**src/rtl/pwm_sched_pkg.sv**
```systemverilog
// pwm_sched_pkg: shared state encoding and default sizing for the PWM duty scheduler.
package pwm_sched_pkg;
    typedef enum logic [1:0] {IDLE, RAMP, HOLD} state_t;
    localparam int DEF_CNT_W = 6;
    localparam int DUTY_W = DEF_CNT_W + 1;
    localparam int DUTY_FULL = 2 ** DEF_CNT_W;
    localparam int CNT_MAX = 2 ** DEF_CNT_W - 1;
endpackage

```
**src/rtl/pwm_duty_scheduler_rr_arbiter.sv**
```systemverilog
// rr_arbiter: combinational round-robin pick, searching last+1 .. last (mod N_REQ).
module rr_arbiter #(
    parameter int N_REQ = 4,
    parameter int IW = 2
) (
    input  logic [N_REQ-1:0] req,
    input  logic [IW-1:0]    last,
    output logic [N_REQ-1:0] grant_next,
    output logic [IW-1:0]    idx_next
);
    // Walk the order backwards so the requester closest after last wins.
    always_comb begin
        grant_next = '0;
        idx_next = last;
        for (int k = N_REQ; k >= 1; k--) begin
            if (req[(int'(last) + k) % N_REQ]) begin
                grant_next = '0;
                grant_next[(int'(last) + k) % N_REQ] = 1'b1;
                idx_next = IW'((int'(last) + k) % N_REQ);
            end
        end
    end
endmodule

```
**src/rtl/pwm_duty_scheduler.sv**
```systemverilog
// pwm_duty_scheduler: shares one PWM channel among requesters with round-robin grants,
// bounded duty slewing and a minimum hold before re-arbitration.
module pwm_duty_scheduler
    import pwm_sched_pkg::*;
#(
    parameter int CNT_W = DEF_CNT_W,
    parameter int N_REQ = 4,
    parameter int RAMP_STEP = 4,
    parameter int HOLD_PERIODS = 8
) (
    input  logic                       sysclk,
    input  logic                       reset,
    input  logic                       Enable,
    input  logic [N_REQ-1:0]           req,
    input  logic [N_REQ*(CNT_W+1)-1:0] duty_in,
    output logic [N_REQ-1:0]           grant,
    output logic                       done,
    output logic                       period_start,
    output logic [CNT_W:0]             duty_cur,
    output logic                       Pulse
);
    localparam int DW = CNT_W + 1;
    localparam int IW = (N_REQ > 1) ? $clog2(N_REQ) : 1;
    localparam int HW = $clog2(HOLD_PERIODS + 1);
    localparam logic [DW-1:0] FULL = DW'(2 ** CNT_W);
    localparam logic [DW-1:0] STEP = DW'(RAMP_STEP);

    state_t            state;
    logic [CNT_W-1:0]  count;
    logic [IW-1:0]     last, arb_idx;
    logic [N_REQ-1:0]  arb_req, arb_grant;
    logic [DW-1:0]     target, sel, new_target, grant_duty, ramp_duty, decay;
    logic [HW-1:0]     hold_cnt, hold_dec;
    logic              boundary, take, owner_lost;

    function automatic logic [DW-1:0] step_to(input logic [DW-1:0] d, input logic [DW-1:0] t);
        return (t > d) ? ((t - d > STEP) ? d + STEP : t) : ((d - t > STEP) ? d - STEP : t);
    endfunction

    // In HOLD the current owner is masked so it can only win after everyone else.
    assign arb_req = (state == HOLD) ? (req & ~grant) : req;

    rr_arbiter #(.N_REQ(N_REQ), .IW(IW)) u_arb (
        .req(arb_req),
        .last(last),
        .grant_next(arb_grant),
        .idx_next(arb_idx)
    );

    assign boundary = (count == '1);
    assign sel = duty_in[arb_idx*DW +: DW];
    assign new_target = (sel > FULL) ? FULL : sel;
    assign grant_duty = step_to(duty_cur, new_target);
    assign ramp_duty = step_to(duty_cur, target);
    assign decay = (duty_cur > STEP) ? duty_cur - STEP : '0;
    assign hold_dec = (hold_cnt == '0) ? '0 : hold_cnt - 1'b1;
    assign take = (|arb_req) && (state == IDLE || (state == HOLD && hold_dec == '0));
    assign owner_lost = (state != IDLE) && !(|(req & grant));
    assign period_start = (count == '0);
    assign Pulse = Enable && ({1'b0, count} < duty_cur);

    always_ff @(posedge sysclk or posedge reset) begin
        if (reset) begin
            count <= '0;
            state <= IDLE;
            duty_cur <= '0;
            grant <= '0;
            done <= 1'b0;
            last <= IW'(N_REQ - 1);
            target <= '0;
            hold_cnt <= '0;
        end else begin
            count <= count + 1'b1;
            done <= 1'b0;
            if (!Enable) begin
                grant <= '0;
                duty_cur <= '0;
                state <= IDLE;
                hold_cnt <= '0;
            end else if (owner_lost) begin
                grant <= '0;
                state <= IDLE;
            end else if (boundary) begin
                if (take) begin
                    grant <= arb_grant;
                    last <= arb_idx;
                    target <= new_target;
                    duty_cur <= grant_duty;
                    state <= (grant_duty == new_target) ? HOLD : RAMP;
                    hold_cnt <= (grant_duty == new_target) ? HW'(HOLD_PERIODS) : hold_cnt;
                    done <= (grant_duty == new_target);
                end else if (state == IDLE) begin
                    duty_cur <= decay;
                end else if (state == RAMP) begin
                    duty_cur <= ramp_duty;
                    state <= (ramp_duty == target) ? HOLD : RAMP;
                    hold_cnt <= (ramp_duty == target) ? HW'(HOLD_PERIODS) : hold_cnt;
                    done <= (ramp_duty == target);
                end else begin
                    hold_cnt <= hold_dec;
                end
            end
        end
    end
endmodule
```
**config.mk**
```make
export PLATFORM = sky130hd
export DESIGN_NAME = pwm_duty_scheduler
export DESIGN_NICKNAME = d
export VERILOG_FILES = /design/src/rtl/pwm_sched_pkg.sv /design/src/rtl/pwm_duty_scheduler_rr_arbiter.sv /design/src/rtl/pwm_duty_scheduler.sv
export SDC_FILE = /design/constraint.sdc
export NUM_CORES = 1
export LEC_CHECK = 0
export ABC_AREA = 1
export CAP_MARGIN = 10
export CORE_ASPECT_RATIO = 1.1
export CORE_MARGIN = 1
export CORE_UTILIZATION = 60
export DETAILED_ROUTE_END_ITERATION = 8
export GPL_TIMING_DRIVEN = 0
export PLACE_DENSITY = 0.85
export SETUP_SLACK_MARGIN = 0.05
export SYNTH_ARGS = -nofsm -noshare
export SYNTH_HDL_FRONTEND = slang
export SYNTH_SLANG_ARGS = --single-unit
```
**constraint.sdc**
```tcl
create_clock -name sysclk -period 9.55 [get_ports sysclk]
set_input_delay 1.91 -clock sysclk [delete_from_list [all_inputs] [get_ports sysclk]]
set_output_delay 1.91 -clock sysclk [all_outputs]
set_load 0.02 [all_outputs]
```
# Word level (Yosys, flattened, before mapping)
# Cells that the tools add are included.
# totals
ff_bits	33
word_cells	158
inputBits	35
out_inout_bits	14
# op_classes
order_cmp	17
mux	70
n_addsub	12
n_shift	1
n_mul	1
eq_ne	15
reduce_logical	26
n_bitwise	8
# op_table
cell	n
7-bit two-way mux	14
4-bit two-way mux	18
7-bit by 3-bit > comparator with 1-bit output (second input constant)	5
28-bit by 6-bit indexed part select with 7-bit output	1
7-bit subtractor	4
2-bit two-way mux	12
1-bit two-way mux	18
3-bit by 4-bit < comparator with 1-bit output (second input constant)	4
7-bit equality test	2
7-bit > comparator	2
3-bit by 1-bit greater-or-equal comparator with 1-bit output (second input constant)	4
4-bit AND	2
1-bit binary-select mux with 2-bit select	4
1-bit demux with 2-bit select	4
1-bit logical AND	8
4-bit zero test	2
4-bit by 1-bit inequality test with 1-bit output (second input constant)	2
2-bit OR reduction	4
4-bit OR reduction	2
7-bit by 3-bit adder with 7-bit output (second input constant)	1
7-bit > comparator (second input constant)	1
6-bit by 7-bit < comparator with 1-bit output	1
7-bit by 3-bit subtractor with 7-bit output (second input constant)	1
6-bit by 1-bit adder with 6-bit output (second input constant)	1
other kinds (26)	33

# Logic depth before layout (Yosys ltp)
# logic_depth
word_depth	24
mapped_depth	44
ltp_nobuf	43

# Modules after synthesis
# From an unflattened synthesis, not the netlist that was laid out.
# unflattened
hier_cells	791
hier_area_um2	4875.9
# by_module_without_submodules
module	seq_area_each_um2	cells_per_inst	area_each_um2	n_inst
pwm_duty_scheduler	828.3	697	4359.2	1
rr_arbiter	0.0	94	516.7	1

# Worst setup path before layout
# OpenSTA, ideal clock, no wires.
# synth_path
kind	input to register
from	in req[0]
to	reg hold_cnt[1]
setup_slack_ns	3.948
path_buffers	1
path_stages	38
t_arrival_ns	5.484
setup_ns	0.117
path_cell_list	nand3_1 nand2_1 nand2_2 nand2_2 inv_4 o21ai_2 nand2_2 nand2_4 buf_8 nand2_1 nand3_1 nand2_1 nor2_1 nand3_2 nand2_4 nand2_1 ha_1 a21oi_1 (+2 left out) a21boi_0 nand2_1 a21oi_1 nand2_1 nor2_4 nand2_2 nand2_1 nand2_1 nand2_1 nand3_1 nand2_1 nand2_1 nor2_1 nand2_2 nand2_4 nand2_2 nand2_1 nand2_1
# synth_via
elab_chain_cells	20
word_cells_on_any_way	46
classes_between	2 x add/sub; 1 x mul; 4 x order compare; 5 x eq/ne; 1 x shift; 25 x mux; 2 x bitwise; 6 x reduce/logical
# synth_lines
item	line_no	source
from (decl)	pwm_duty_scheduler.sv:14	input logic [N_REQ-1:0] req,
4-bit AND	pwm_duty_scheduler.sv:41	assign arb_req = (state == HOLD) ? (req & ~grant) : req;
4-bit two-way mux	pwm_duty_scheduler.sv:41	
1-bit binary-select mux with 2-bit select	pwm_duty_scheduler_rr_arbiter.sv:16	if (req[(int'(last) + k) % N_REQ]) begin
1-bit two-way mux (implied by the code) (2 in series)	pwm_duty_scheduler_rr_arbiter.sv:16	
2-bit two-way mux (4 in series)	pwm_duty_scheduler_rr_arbiter.sv:16	
2-bit by 3-bit multiplier with 5-bit output	pwm_duty_scheduler.sv:51	assign sel = duty_in[arb_idx*DW +: DW];
28-bit by 6-bit indexed part select with 7-bit output	pwm_duty_scheduler.sv:51	
7-bit > comparator	pwm_duty_scheduler.sv:52	assign new_target = (sel > FULL) ? FULL : sel;
7-bit two-way mux	pwm_duty_scheduler.sv:52	
7-bit subtractor	pwm_duty_scheduler.sv:37	return (t > d) ? ((t - d > STEP) ? d + STEP : t) : ((d - t > STEP) ? d - STEP : t);
7-bit by 3-bit > comparator with 1-bit output	pwm_duty_scheduler.sv:37	
7-bit two-way mux (2 in series)	pwm_duty_scheduler.sv:37	
7-bit equality test	pwm_duty_scheduler.sv:90	hold_cnt <= (grant_duty == new_target) ? HW'(HOLD_PERIODS) : hold_cnt;
3-bit by 2-bit inequality test with 1-bit output (no line)	--	
5-bit AND reduction (no line)	--	
to (signal assigned)	pwm_duty_scheduler.sv:90	
to (signal assigned)	pwm_duty_scheduler.sv:97	hold_cnt <= (ramp_duty == target) ? HW'(HOLD_PERIODS) : hold_cnt;
to (signal assigned)	pwm_duty_scheduler.sv:100	hold_cnt <= hold_dec;
to (decl)	pwm_duty_scheduler.sv:33	logic [HW-1:0] hold_cnt, hold_dec;
# Several ways; a longest one is shown, not always the timed one. The select of a mux whose other input is x is not followed.
# A chain may end at the register's enable or synchronous reset.

# Worst setup path in the final report
# layout_path
from	in req[2]
to	reg hold_cnt[0]
# layout_via
elab_chain_cells	20
word_cells_on_any_way	46
classes_between	2 x add/sub; 1 x mul; 4 x order compare; 5 x eq/ne; 1 x shift; 25 x mux; 2 x bitwise; 6 x reduce/logical
# layout_lines
item	line_no	source
4-bit AND	pwm_duty_scheduler.sv:41	
4-bit two-way mux (*)	pwm_duty_scheduler.sv:41	
1-bit binary-select mux with 2-bit select	pwm_duty_scheduler_rr_arbiter.sv:16	
1-bit two-way mux (implied by the code) (2 in series)	pwm_duty_scheduler_rr_arbiter.sv:16	
2-bit two-way mux (3 in series)	pwm_duty_scheduler_rr_arbiter.sv:16	
2-bit two-way mux (*)	pwm_duty_scheduler_rr_arbiter.sv:16	
2-bit by 3-bit multiplier with 5-bit output (*)	pwm_duty_scheduler.sv:51	
28-bit by 6-bit indexed part select with 7-bit output (*)	pwm_duty_scheduler.sv:51	
7-bit > comparator	pwm_duty_scheduler.sv:52	
7-bit two-way mux (*)	pwm_duty_scheduler.sv:52	
via new_target[2]	pwm_duty_scheduler.sv:32	logic [DW-1:0] target, sel, new_target, grant_duty, ramp_duty, decay;
7-bit subtractor	pwm_duty_scheduler.sv:37	
7-bit by 3-bit > comparator with 1-bit output	pwm_duty_scheduler.sv:37	
7-bit two-way mux (2 in series)	pwm_duty_scheduler.sv:37	
7-bit equality test (*)	pwm_duty_scheduler.sv:90	
3-bit by 2-bit inequality test with 1-bit output (no line) (*)	--	
5-bit AND reduction (no line) (*)	--	
# The timed path passes the listed nets; every way through them passes the cells marked *. The select of a mux whose other input is x is not followed.

==> impl_summary.log <==
INFO  metric outcome = finished with violations
INFO  metric failed_checks = DRC
INFO  metric floorplan.die.height = 93.2 um
INFO  metric htree_levels = 2
INFO  metric grt_overflow = 0
INFO  metric critPathArrivalTime = 7.08 ns
INFO  metric ys_warn_count = 0
INFO  metric diodes = 0
INFO  metric global_route.usage.total = 0.333
INFO  metric design.core.area = 7170 um^2
INFO  metric static_leakage = 2.69 nW
INFO  metric post_route_cells_drive_above_1_share = 0.0986
INFO  metric placed_cells = 838
INFO  metric dr_total_vias = 5096
INFO  metric worst_slew_margin_rel = 0.384
INFO  metric wl_per_cell = 15.3 um
INFO  metric finalSetupViolCount = 0
INFO  metric worst_pin_slew = 0.916 ns
INFO  metric critical_path.max_fanout = 8
INFO  metric max-clock-path-buffers = 2
INFO  metric initialDrtViolationCount = 432
INFO  metric number_of_antenna_violations_at_the_first_check_in_global_routing = 0
INFO  metric core.rowCount = 32
INFO  metric hold_viol = 0
INFO  metric post_cts_hold_buffer_count = 0
INFO  metric layout.cells.most_common_list = 167 x sky130_fd_sc_hd__nand2_1, 92 x sky130_fd_sc_hd__nand3_1, 92 x sky130_fd_sc_hd__inv_1
INFO  metric postCtsResizedCells = 0
INFO  metric post-route-min-period = 6.91 ns
INFO  metric io_pins = 49
INFO  metric synthCells = 704
INFO  metric synth_nets = 778
INFO  metric fill_count = 625
INFO  metric preCtsSetupSlack = 2.50 ns
INFO  metric layout.nets = 834
INFO  metric critPathCaptureType = flop
INFO  metric critical_path.slowest_cell = sky130_fd_sc_hd__clkdlybuf4s50_1
INFO  metric routed_wirelength = 12900 um
INFO  metric drt_antenna_net_count = 0
INFO  metric setup_crit_start_kind = input pin
INFO  metric cts_inserted_buffers = 5
INFO  metric synth-seq-cells = 33
INFO  metric synth_sequential_area_ratio = 0.183
INFO  metric fin_crit_sh = 0.723
INFO  metric synth-edff-count = 0
INFO  metric die-width = 84.9 um
INFO  metric synth_area = 4530 um^2
INFO  metric mostFrequentLayoutCell = sky130_fd_sc_hd__nand2_1
INFO  metric initial_utilization = 0.633
INFO  metric syn_to_final_growth = 15.8%
INFO  metric finalMaxSlewViolations = 0
INFO  metric detail_route.drc_violations = 1
INFO  metric async_flop_share = 1.00
INFO  metric cts_sinks = 33
INFO  metric netlist-cell-type-count = 48
INFO  metric path_clk_slew = 0.07 ns
INFO  metric worst_clock_skew = 0.0122 ns
INFO  metric timing_worst_setup_path_type = in -> reg
INFO  metric post-cts-setup-buffers = 0
INFO  metric ir_drop = 82.1 uV
INFO  metric maximum_number_of_pins_on_one_net_before_global_route_repair = 25
INFO  metric required = 9.72 ns
INFO  metric syn_area_per_cell = 6.44 um^2
INFO  metric cellPowerDensity = 217 nW/um^2
INFO  metric totalNegativeSetupSlack = 0 ns
INFO  metric grt_setup_unrepaired = no
INFO  metric p_total = 1.14 mW
INFO  metric timing.critical_path.mode_cell = sky130_fd_sc_hd__nand2_1
INFO  metric max_cap_viol_count = 0
INFO  metric vias_in_the_first_global_route = 4743
INFO  metric finalWeightedCongestion = 0.912
INFO  metric peak_clock_frequency_supported_by_timing = 145 MHz
INFO  metric synth_ff_type = sky130_fd_sc_hd__dfrtp_1
INFO  metric slowest_delay = 0.57 ns
INFO  metric detailed_place_hpwl = 10200 um
INFO  metric path_class_of_the_lowest_slack_min_delay_path = reg -> reg
INFO  metric die_area = 7910 um^2
INFO  metric final.setup.worst_slack = 2.64 ns
INFO  metric route.detailed.vias_per_inst = 6.02
INFO  metric tritoncts = yes
INFO  metric grt_pass1_wl = 21300 um
INFO  metric drt_first_pass_iters = 8
INFO  metric buffer_ports.inserted = 48
INFO  metric cts-root-buf = sky130_fd_sc_hd__clkbuf_8
INFO  metric final_cell_count_no_fill = 846
INFO  metric whs = 0.510 ns
INFO  metric clk_latency = 0.29 ns
-- report_power, final --
part | total, mW | switching (mW) | internal [mW] | leakage (nW)
registers | 0.179 | 0.0286 | 0.151 | 0.411
clock network | 0.120 | 0.0544 | 0.0652 | 0.0542
logic | 0.841 | 0.547 | 0.293 | 2.22
total | 1.14 | 0.630 | 0.509 | 2.69
-- path summary, 6_finish.rpt --
| path | start | endpoint | slack (ns) | cells after the start |
|---|---|---|---|---|
| worst min-delay path | count[0] | count[0] | 0.51 | 1 |
| worst max-delay path | req[2] | hold_cnt[0] | 2.64 | 39 |
| worst max register to register | last[0] | hold_cnt[0] | 3.73 | 40 |
| worst min register to register | count[0] | count[0] | 0.51 | 1 |
| min in group asynchronous | reset | grant[1] | 1.93 | 2 |
| max in group asynchronous | reset | last[0] | 7.08 | 3 |
-- cell families (layout without fill, tap and decap cells) --
group,after synthesis,after routing,synth area share
xor gates and xnor gates,24,24,0.0464
AOI/OAI and AO/OA,116,116,0.150
buffers and inverters,113,170,0.104
adders and majority gates,39,39,0.109
DFF,33,33,0.183
and+or+nand+nor,379,379,0.407
-- layer usage --
metal  vias up  global-route usage  wire length, um
met3        43              0.0459             1030
met4         0               0.129              431
met5         -                   0                0
met2       275               0.582             6050
met1      2325               0.415             5390
li1       2453                   -                -
-- sequential cells by signal (all words and copies together) (netlist names) --
register	cells
state	2
count	6
last	2
duty_cur	7
done	1
grant	4
target	7
hold_cnt	4
-- per-stage QoR --
step,util,cell area (um^2)
final,0.732,5250
after global routing,0.732,5250
after CTS,0.732,5250
after detailed placement,0.718,5150
after global placement,0.714,5120
after floorplan,-,4530
-- worst max-delay path, delay by kind of cell --
family | cells | cell delay (ns)
adder cells (fa/ha/maj) | 1 | 0.43
AND/OR/NAND/NOR | 30 | 3.23
buffers and inverters | 4 | 1.04
AO/OA/AOI/OAI | 4 | 0.47
-- synthesized netlist by cell type, types with 4 or more instances --
cell / n / share of area
sky130_fd_sc_hd__nand3_2: 10 / 0.022
sky130_fd_sc_hd__nor4_1: 4 / 0.0055
sky130_fd_sc_hd__xor2_1: 22 / 0.043
sky130_fd_sc_hd__clkbuf_1: 5 / 0.0041
sky130_fd_sc_hd__a21oi_1: 28 / 0.031
sky130_fd_sc_hd__nor2_1: 47 / 0.039
sky130_fd_sc_hd__inv_1: 92 / 0.076
sky130_fd_sc_hd__a22oi_1: 5 / 0.0083
sky130_fd_sc_hd__a31oi_1: 9 / 0.012
sky130_fd_sc_hd__nand2_4: 6 / 0.015
sky130_fd_sc_hd__o21ai_1: 5 / 0.0055
sky130_fd_sc_hd__nand3b_1: 6 / 0.0099
sky130_fd_sc_hd__inv_2: 4 / 0.0033
sky130_fd_sc_hd__nand2_1: 167 / 0.14
sky130_fd_sc_hd__nor3_1: 5 / 0.0055
sky130_fd_sc_hd__o211ai_1: 4 / 0.0066
sky130_fd_sc_hd__nand3_1: 92 / 0.10
sky130_fd_sc_hd__ha_1: 38 / 0.10
sky130_fd_sc_hd__o21ai_0: 46 / 0.051
sky130_fd_sc_hd__dfrtp_1: 31 / 0.17
sky130_fd_sc_hd__nand4_1: 10 / 0.014
sky130_fd_sc_hd__nand2_2: 23 / 0.032
-- area by class of cell --
| class | instances | area [um^2] | share of cell area |
|---|---|---|---|
| flip-flops and latches | 33 | 828 | 0.158 |
| plain buffers | 12 | 83.8 | 0.0160 |
| clock inverters | 1 | 5.00 | 0.000954 |
| inverters | 101 | 387 | 0.0737 |
| well taps | 85 | 106 | 0.0203 |
| clock buffers | 7 | 96.3 | 0.0184 |
| multi-input cells | 558 | 3230 | 0.616 |
| repair buffers | 49 | 508 | 0.0968 |
(Power assumes the default switching activity.)
==> patch 1 (same settings) <==
Reset style: synchronous (`reset`), changed in one clocked block.
--- a/src/rtl/pwm_duty_scheduler.sv
+++ b/src/rtl/pwm_duty_scheduler.sv
@@ -59,7 +59,7 @@
     assign period_start = (count == '0);
     assign Pulse = Enable && ({1'b0, count} < duty_cur);
 
-    always_ff @(posedge sysclk or posedge reset) begin
+    always_ff @(posedge sysclk) begin
         if (reset) begin
             count <= '0;
             state <= IDLE;
Check against the original RTL: not settled (the Yosys comparison gave no result); the edit may change what the design does.
==> patch 1 against the unedited design <==
  * Setup slack got worse by 0.012 ns
  * Synthesized area decreased by 6.2%
  * Final area decreased by 5.2%
  * Wire length decreased by 6.6%
  * Sequential cell count unchanged
  * Utilization increased by 0.88 points
  * Count of clock-buffer cells in the layout decreased by 2
  * Clock skew decreased by 0.0040 ns
Power is not compared: it rests on default switching activity, and its combinational part moved more than twofold at a synthesized area within 25%.
==> patch 1: results (changes against the unedited design) <==
- Status: finished clean
- Reg-to-reg endpoint: hold_cnt[1]$_SDFFE_PP0P_
- Routed wire per std cell: 14.3 um (-6.0%)
- Slew headroom: 32.5% (-5.9 points)
- Final HPWL DP: 9700 um (-4.8%)
- Worst hold endpoint: count[0]$_SDFF_PP0_
- M3 GR Usage: 4.34% (-0.25 points)
- Signal buffers share of area: 10.8% (-0.43 points)
- First-pass GRT wire length: 19,900 um (-6.8%)
- Nonclk inv count: 106 (+5.0%)
- Post-synthesis sequential area ratio: 15.5% (-2.7 points)
- Non-clock buffers: 57 (-6.6%)
- Met2 routed wirelength: 5950 um (-1.6%)
- Fraction of area in multi-input gates: 62.9% (+1.3 points)
- Final clock skew: 0.00829 ns (-0.00396 ns)
- Hold slack: 0.493 ns (-0.0168 ns)
- Setup slack, reg-to-reg: 3.77 ns (+0.04 ns)
- Via count: 4,838 (-5.1%)
- CP max FO: 9 (+1)
- Seq area share: 13.3% (-2.5 points)
- Routability Congestion: 0.911 (-0.20%)
- Setup crit start: req[3]
- Net Count, Synth: 779 (+0.13%)
- GRT Total Usage: 33.6% (+0.31 points)
- Comb_multi_in: 554 (-0.72%)
- Reg2Reg Launch Point: last[0]$_SDFFE_PP1P_
- Min-delay src: count[0]$_SDFF_PP0_
- Main synth FF type: dfxtp_1
- Adder-Cell Fraction of Synth Area: 12.7% (+1.8 points)
[patch 1: cell types whose count changed after synthesis, moves of 6 or more]
cell | unedited run | this run
a21oi_1 | 28 | 62
dfrtp_1 | 31 | 0
dfxtp_1 | 0 | 33
nand2_1 | 167 | 155
nand2_2 | 23 | 16
nand3_1 | 92 | 82
nand3_2 | 10 | 3
o21ai_0 | 46 | 52
[patch 1: per-stage QoR]
| stage | total power, uW | utilization (%) | setup WS [ns] | instance area (um2) |
|---|---|---|---|---|
| 6_report | 470 | 74.1 | 2.63 | 4970 |
| 5_1_grt | 496 | 74.1 | 2.11 | 4970 |
| 2_1_floorplan | 261 | - | 3.81 | 4250 |
| 3_3_place_gp | 303 | 72.1 | 2.52 | 4840 |
| 4_1_cts | 467 | 74.1 | 2.70 | 4970 |
| 3_5_place_dp | 306 | 72.1 | 2.41 | 4840 |
==> patch 2 (config.mk and constraints unchanged) <==
Without the edit above. `N_REQ` is set to 4 in 2 places; all go to 2.
--- a/src/rtl/pwm_duty_scheduler_rr_arbiter.sv
+++ b/src/rtl/pwm_duty_scheduler_rr_arbiter.sv
@@ -1,6 +1,6 @@
 // rr_arbiter: combinational round-robin pick, searching last+1 .. last (mod N_REQ).
 module rr_arbiter #(
-    parameter int N_REQ = 4,
+    parameter int N_REQ = 2,
     parameter int IW = 2
 ) (
     input  logic [N_REQ-1:0] req,
--- a/src/rtl/pwm_duty_scheduler.sv
+++ b/src/rtl/pwm_duty_scheduler.sv
@@ -4,7 +4,7 @@
     import pwm_sched_pkg::*;
 #(
     parameter int CNT_W = DEF_CNT_W,
-    parameter int N_REQ = 4,
+    parameter int N_REQ = 2,
     parameter int RAMP_STEP = 4,
     parameter int HOLD_PERIODS = 8
 ) (
Interface: changed (resized duty_in, grant and req); port bits go from 49 to 31. No check against the original RTL was run, so the function may have changed too.
==> patch 2 against the unedited design <==
  * Via count is 20% lower
  * Final area shrank 17%
  * Setup slack gained 0.60 ns
  * Wire length down 17%
  * Power down 30%
  * Synthesized area decreased by 15%
  * Sequential cell count is 3 lower
  * Highest routed layer unchanged
  * Combinational power down 37%
  * Critical endpoint unchanged
  * Critical path type unchanged
  * Sequential power down 13%
==> patch 2: results (changes against the unedited design) <==
- Non-clock buffers: 42 (-31%)
- Setup WS pre-CTS: 3.05 ns (+0.557 ns)
- Worst vdd ir: 0.114 mV (+38%)
- Seq_cells: 30 (-9.1%)
- Fillers: 549 (-12%)
- List of most frequent post-synthesis cells: nand2_1 (142), inv_1 (77), nand3_1 (74)
- First-pass GRT wire length: 17,500 um (-18%)
- Slew headroom: 58.2% (+20 points)
- Largest net degree at the start of global routing: 31 (+24%)
- Vias in the first global route: 3,776 (-20%)
- Syn Area/Cell: 6.52 um2 (+1.2%)
- Initial drt markers: 321 (-26%)
- Seq group: 155 uW (-13%)
- Net Count, Synth: 645 (-17%)
- Comb_multi_in: 468 (-16%)
- Final clock-cell share: 2.18% (+0.25 points)
- GRT Total Usage: 33.1% (-0.19 points)
- Routability Congestion: 0.947 (+3.8%)
- Adder-Cell Fraction of Synth Area: 12.3% (+1.3 points)
- Final clock skew: 0.00687 ns (-0.00537 ns)
- Area contributors post-synth: dfrtp_1 (19%), nand2_1 (14%), ha_1 (12%), nand3_1 (9.6%), inv_1 (7.5%)
- Post-synth ARST share: 100% (unchanged)
- P_leak: 0.00228 uW (-15%)
- Layout cell share with drive strength beyond 1: 7.32% (-2.5 points)
- First-pass iteration count of the detailed router: 5 (-3)
- Status: finished clean
- Clock Path Buffers: 2 (unchanged)
- Clock buffer count: 6 (-1)
- Nets@finish: 683 (-18%)
- Pwr per Cell Area: 183 nW/um2 (-16%)
- Biggest regs: duty_cur (7), target (7), count (6)
- Nonclk inv count: 80 (-21%)
- Worst EP arrival: 6.48 ns (-0.60 ns)
- Vias per std cell: 5.76 (-4.4%)
- Compound-cell area share of the yosys netlist: 13.8% (-1.3 points)
- IO Port Bufs: 30 (-38%)
- Routed wire per std cell: 15.2 um (-0.24%)
- CP max FO: 10 (+2)
- CTS buffer count: 5 (unchanged)
- Placement Cell Area: 4240 um2 (-18%)
- Logic power comb: 531 uW (-37%)
- Switching Share: 51.7% (-3.6 points)
- Layout area overhead: 13.6%
- Xor/xnor share of the synthesized area: 6.62% (+2.0 points)
- Signal buffers share of area: 8.69% (-2.6 points)
- Register Area: 752 um2 (-9.2%)
- Final non-filler cell total: 708 (-16%)
- DP Cell Count: 699 (-17%)
- Die Area: 6720 um2 (-15%)
- Yosys cell types: 43 (-10%)
[patch 2: worst paths after layout]
path | cells past startpoint | slack, ns | startpoint | end
worst max-delay path | 33 | 3.24 | req[1] | hold_cnt[0]$_DFFE_PP0P_
worst min-delay path | 1 | 0.52 | count[0]$_DFF_PP0_ | count[0]$_DFF_PP0_
worst max register to register | 34 | 4.80 | state[0]$_DFFE_PP0P_ | hold_cnt[0]$_DFFE_PP0P_
worst min register to register | 1 | 0.52 | count[0]$_DFF_PP0_ | count[0]$_DFF_PP0_
max in group asynchronous | 3 | 7.12 | reset | last$_DFFE_PP1P_
min in group asynchronous | 2 | 1.92 | reset | duty_cur[4]$_DFFE_PP0P_
[patch 2: layer usage]
layer,GRT usage (%),up-vias,wire (um)
li1,-,2014,-
met1,43.3,1862,4690
met2,56.2,172,5160
met3,4.68,31,649
met4,10.3,0,272
met5,0,-,0
